--- src/rtl/zle_px.sv ---
// zle_px: zero run-length encoder; nonzero values pass as literals, zero runs
// collapse into run-count tokens, with EOS flush and a runtime bypass mode.
module zle_px #(
    parameter int W      = 3,
    parameter int MAXRUN = 7
) (
    input  logic         clock,
    input  logic         reset,
    input  logic [W-1:0] i_d,
    input  logic         i_e,
    input  logic         i_v,
    output logic         i_b,
    output logic [W:0]   o_d,
    output logic         o_e,
    output logic         o_v,
    input  logic         o_b,
    input  logic         bypass
);
    localparam int CW = $clog2(MAXRUN + 1);

    logic [CW-1:0] r_cnt, w_cnt_nx;
    logic [W:0]    r_od, w_od_nx;
    logic          r_oe, r_ov, w_oe_nx, w_load;
    logic          w_free, w_nz, w_run, w_flush, w_eos, w_lit, w_zero, w_full;

    assign w_free  = !r_ov || !o_b;
    assign w_nz    = i_d != '0;
    assign w_run   = r_cnt != '0;
    assign w_flush = w_run && (bypass || (i_v && (i_e || w_nz)));
    assign w_eos   = i_v && i_e;
    assign w_lit   = i_v && !i_e && (w_nz || bypass);
    assign w_zero  = i_v && !i_e && !w_nz && !bypass;
    assign w_full  = r_cnt == CW'(MAXRUN - 1);

    always_comb begin
        i_b      = 1'b1;
        w_load   = 1'b0;
        w_od_nx  = '0;
        w_oe_nx  = 1'b0;
        w_cnt_nx = r_cnt;
        if (reset) begin
            i_b = 1'b1;
        end else if (w_zero && !w_full) begin
            // a growing run needs no output slot, so it proceeds even when stalled
            i_b      = 1'b0;
            w_cnt_nx = r_cnt + 1'b1;
        end else if (w_free) begin
            if (w_flush) begin
                w_load   = 1'b1;
                w_od_nx  = {1'b1, W'(r_cnt)};
                w_cnt_nx = '0;
            end else if (w_eos) begin
                i_b     = 1'b0;
                w_load  = 1'b1;
                w_oe_nx = 1'b1;
            end else if (w_lit) begin
                i_b     = 1'b0;
                w_load  = 1'b1;
                w_od_nx = {1'b0, i_d};
            end else if (w_zero) begin
                i_b      = 1'b0;
                w_load   = 1'b1;
                w_od_nx  = {1'b1, W'(MAXRUN)};
                w_cnt_nx = '0;
            end else begin
                i_b = 1'b0;
            end
        end
    end

    always_ff @(posedge clock or posedge reset) begin
        if (reset) begin
            r_cnt <= '0;
            r_od  <= '0;
            r_oe  <= 1'b0;
            r_ov  <= 1'b0;
        end else begin
            r_cnt <= w_cnt_nx;
            if (w_free) begin
                r_ov <= w_load;
                if (w_load) begin
                    r_od <= w_od_nx;
                    r_oe <= w_oe_nx;
                end
            end
        end
    end

    assign o_d = r_od;
    assign o_e = r_oe;
    assign o_v = r_ov;
endmodule

--- config.mk ---
export PLATFORM = sky130hd
export DESIGN_NAME = zle_px
export DESIGN_NICKNAME = d
export VERILOG_FILES = /design/src/rtl/zle_px.sv
export SDC_FILE = /design/constraint.sdc
export NUM_CORES = 1
export LEC_CHECK = 0
export ABC_AREA = 1
export CORE_AREA = 2 2 39 41
export CTS_BUF_LIST = sky130_fd_sc_hd__clkbuf_4 sky130_fd_sc_hd__clkbuf_8
export DETAILED_ROUTE_END_ITERATION = 12
export DIE_AREA = 0 0 41 43
export GPL_TIMING_DRIVEN = 0
export PLACE_DENSITY = 0.81
export SLEW_MARGIN = 25
export SYNTH_ARGS = -nofsm -noshare
export SYNTH_HDL_FRONTEND = slang
export SYNTH_SLANG_ARGS = --single-unit
--- constraint.sdc ---
create_clock -name clock -period 2.8 [get_ports clock]
set_clock_uncertainty 0.2 [all_clocks]
set_input_delay 0.28 -clock clock [delete_from_list [all_inputs] [get_ports clock]]
set_output_delay 0.28 -clock clock [all_outputs]
set_load 0.03 [all_outputs]
==> run summary <==
The first detailed-routing pass took 4 iterations. On the worst path, the slowest cell contributes a delay of 0.66 ns. At the worst endpoint, the arrival time is 2.05 ns. TritonCTS built the clock tree.

The path class of the lowest-slack min-delay path was input pin to async pin. Kind of end point of the critical path: a primary output. Detailed placement ended at an HPWL of 1.14 mm. The cell row count was 14; the switching share of power was 31.3%.

After synthesis, the cell types taking the most area are dfrtp_1 (33%), nand2_1 (15%), nand3_1 (8.9%), nand2_4 (8.3%), ha_1 (5.5%). Dividing the detail-routed wire length by the instance count gives 11.2 um. Summing over every cut layer, the via total after detailed routing is 610.

The run gives 0.27 ns as the clock latency on the worst-skew pair. The root cell of the clock tree is clkbuf_4. Synthesis produced a netlist with a net count of 100.

The H-tree depth reported by CTS is 1, and the sequential cell fraction of total power is 40.2%. Per report_power, the combinational group accounts for 27.4% of the total. The per-cell via count in the routed design is 4.96.

The die covers 1760 um2. The number of register bits inferred by synthesis is 9, and the total setup buffers inserted after CTS is 0. The initial antenna violation count was 0. The most numerous cell type found on the critical path is clkdlybuf4s50_1. The first global-routing pass estimated 2.39 mm of wire. Flop-to-flop setup slack: 1.17 ns.

Entering global routing, the biggest net connects 11 pins. The unique cell type count in the Yosys netlist is 18, and the violation count after the first detailed-route iteration is 6. The setup total negative slack was 0 ns; the die extent in y was 43 um.

The tools report the endpoint required time on the critical path as 2.32 ns. The tools report the number of setup violations in the final report as 0. For the hold buffer count at CTS, the log shows 0.

In the final layout, the share of cells above drive strength 1 is 20.6%. In the synthesized netlist, the number of instances is 88. The area growth from synthesis to layout is 29.5%. Leaving out fill and tap cells, the most frequent cells in the layout are nand2_1 (28), clkdlybuf4s50_1 (15), nand3_1 (12). Across the run, the number of max-cap violations was 0. Dividing total power by cell area gives a power density of 406 nW/um2. Setup repair after global routing left no endpoint under its margin.

The netlist area before placement is 678 um2. The share of power burned in the clock network was 32.4%; the portion of the clock cycle consumed by the worst path in the final layout was 90.5%. After detailed routing, the total wire length is 1.38 mm. Traced cell by cell, the critical path runs through clkdlybuf4s50_1, inv_1, nand4_1, nand2_2, nand2_1, clkdlybuf4s50_1. The tools report the clock sink total as 9.

Critical path startpoint category: an input pin. Clock-pin slew was measured on the worst setup and hold paths at 0.07 ns. The area share of the largest cell type after synthesis works out to 33.2%. During synthesis, Yosys emitted a total of 0 warnings. The largest fanout of any net on the critical path was 10; the mean instance size in the synthesized netlist was 7.71 um2. Path type of the worst setup path: input pin to primary output. In this run the count of I/O pins placed on the die edge is 16. Buffers placed on the I/O ports in this run total 15. For the CTS buffer count, the log shows 3. The flow ran to the end, and the final reports show no timing, DRC or antenna violations. The logs give 0 for the count of antenna diodes in the layout and 0 for the count of unresolved DRC violations after routing.

The measured slew at the worst slew-check pin is 0.369 ns, and the standard cell core area is 1380 um2. The library cell used most frequently in the layout, excluding fill and tap cells, is nand2_1. The count of nets left with antenna violations once routing finished came out at 0. In this run the horizontal extent of the chip is 41 um. The slowest stage of the critical path belongs to the cell clkdlybuf4s50_1. Sequential elements use 33.2% of the synthesized area. Timing would allow up to 0.395 GHz. The largest total area in the synthesized netlist belongs to dfrtp_1. The family with the most delay on the worst path was buffers and inverters. The logs give 0 for the number of pins with negative max-slew slack in the final report and 2 for the buffer depth of the longest clock path. For this configuration, the core starts out at a cell density of 49.0%. The analysis attributes to net switching a power of 112 uW. The logs give 120 for the number of nets in the layout and 0.266 ns for the worst setup margin. The design internal power came out at 245 uW. The count of buffer and inverter cells on the critical path is 3, and the via count of the first global-routing pass is 584.

Once the clock tree was built, the resizer swapped 0 gates to a different size. After global routing the overflow that remains totals 0. The logs give 0 for the final count of hold timing violations and 20.5% for the total track usage. The worst pin sits at a relative slew slack of 75.4%. The peak supply drop is 0.237 mV, and the minimum clock period after layout is 2.53 ns.

The leakage power of the design is 0.000456 uW, and the placer's final routability congestion estimate is 0.818. Prior to clock tree synthesis, the placed netlist has a worst setup slack of 0.233 ns.
-- kinds of logic (layout without fill, tap and decap cells) --
kind of cell,count (synthesis),count (layout),synth area share [%]
adders and majority gates,3,3,5.54
buffers and inverters,12,31,6.64
xor gates and xnor gates,1,1,1.29
AOI/OAI and AO/OA,2,2,2.03
DFF,9,9,33.2
and+or+nand+nor,61,61,51.3
-- worst register-to-register path, cell delays in order, from the launching register on --
cell      delay (ns)
dfrtp_1         0.41
inv_1           0.11
ha_1            0.20
nand2_4         0.08
a21oi_1         0.23
nand3b_4        0.21
nand2_1         0.06
nand2_1         0.06
-- flip-flops by register name, summed over array words and instances, names as in the netlist --
signal / flops
o_e: 1
o_v: 1
r_cnt: 3
o_d: 4
-- routing by layer --
| layer | part of all wire, % | vias up | routed length (um) | global-route usage [%] |
|---|---|---|---|---|
| met5 | 0 | - | 0 | 0 |
| li1 | - | 319 | - | - |
| met4 | 1.2 | 0 | 16 | 8.00 |
| met2 | 52 | 11 | 724 | 32.8 |
| met1 | 43 | 278 | 589 | 24.3 |
| met3 | 3.6 | 2 | 49 | 6.28 |
-- path summary, 6_finish.rpt --
path / start / endpoint / cells past startpoint
setup reg to reg: r_cnt[0] / o_d[0] / 7
min in group clock: o_d[3] / o_d[3] / 2
max in group asynchronous: reset / r_cnt[2] / 2
hold / removal: reset / o_e / 2
setup / recovery: reset / i_b / 6
hold reg to reg: o_d[3] / o_d[3] / 2
-- metrics by stage --
| step | utilization [%] | hold WS, ns | instances | power [uW] | area [um2] |
|---|---|---|---|---|---|
| after global placement | 61.3 | 0.264 | 119 | 242 | 848 |
| final | 63.5 | 0.173 | 123 | 356 | 878 |
| after global routing | 63.5 | 0.209 | 123 | 382 | 878 |
| after detailed placement | 61.3 | 0.270 | 119 | 244 | 848 |
| after floorplan | - | -0.0839 | 88 | 203 | 678 |
| after CTS | 63.5 | 0.186 | 123 | 364 | 878 |
-- Yosys cell counts (all sizes together) --
cell type,count
nand3b,2
nand4,1
nand3,13
dfrtp,9
xnor2,1
nand2,37
ha,3
nor2,8
a21oi,1
inv,12
o21ai,1
-- final cells by class --
| cell class | count | area, um2 |
|---|---|---|
| multi-input cells | 67 | 408 |
| repair buffers | 15 | 150 |
| inverters | 12 | 45.0 |
| fillers | 137 | 505 |
| well taps | 16 | 20.0 |
| flip-flops and latches | 9 | 225 |
| clock buffers | 4 | 30.0 |
-- power by group through the flow --
stage	sequential, uW	combinational (uW)	clock, uW
finish	143	97.6	116
global route	144	106	131
CTS	143	98.8	122
detailed placement	146	98.4	0
global placement	145	96.3	0
floorplan	164	39.7	0
Power figures use the tool's default switching activity.
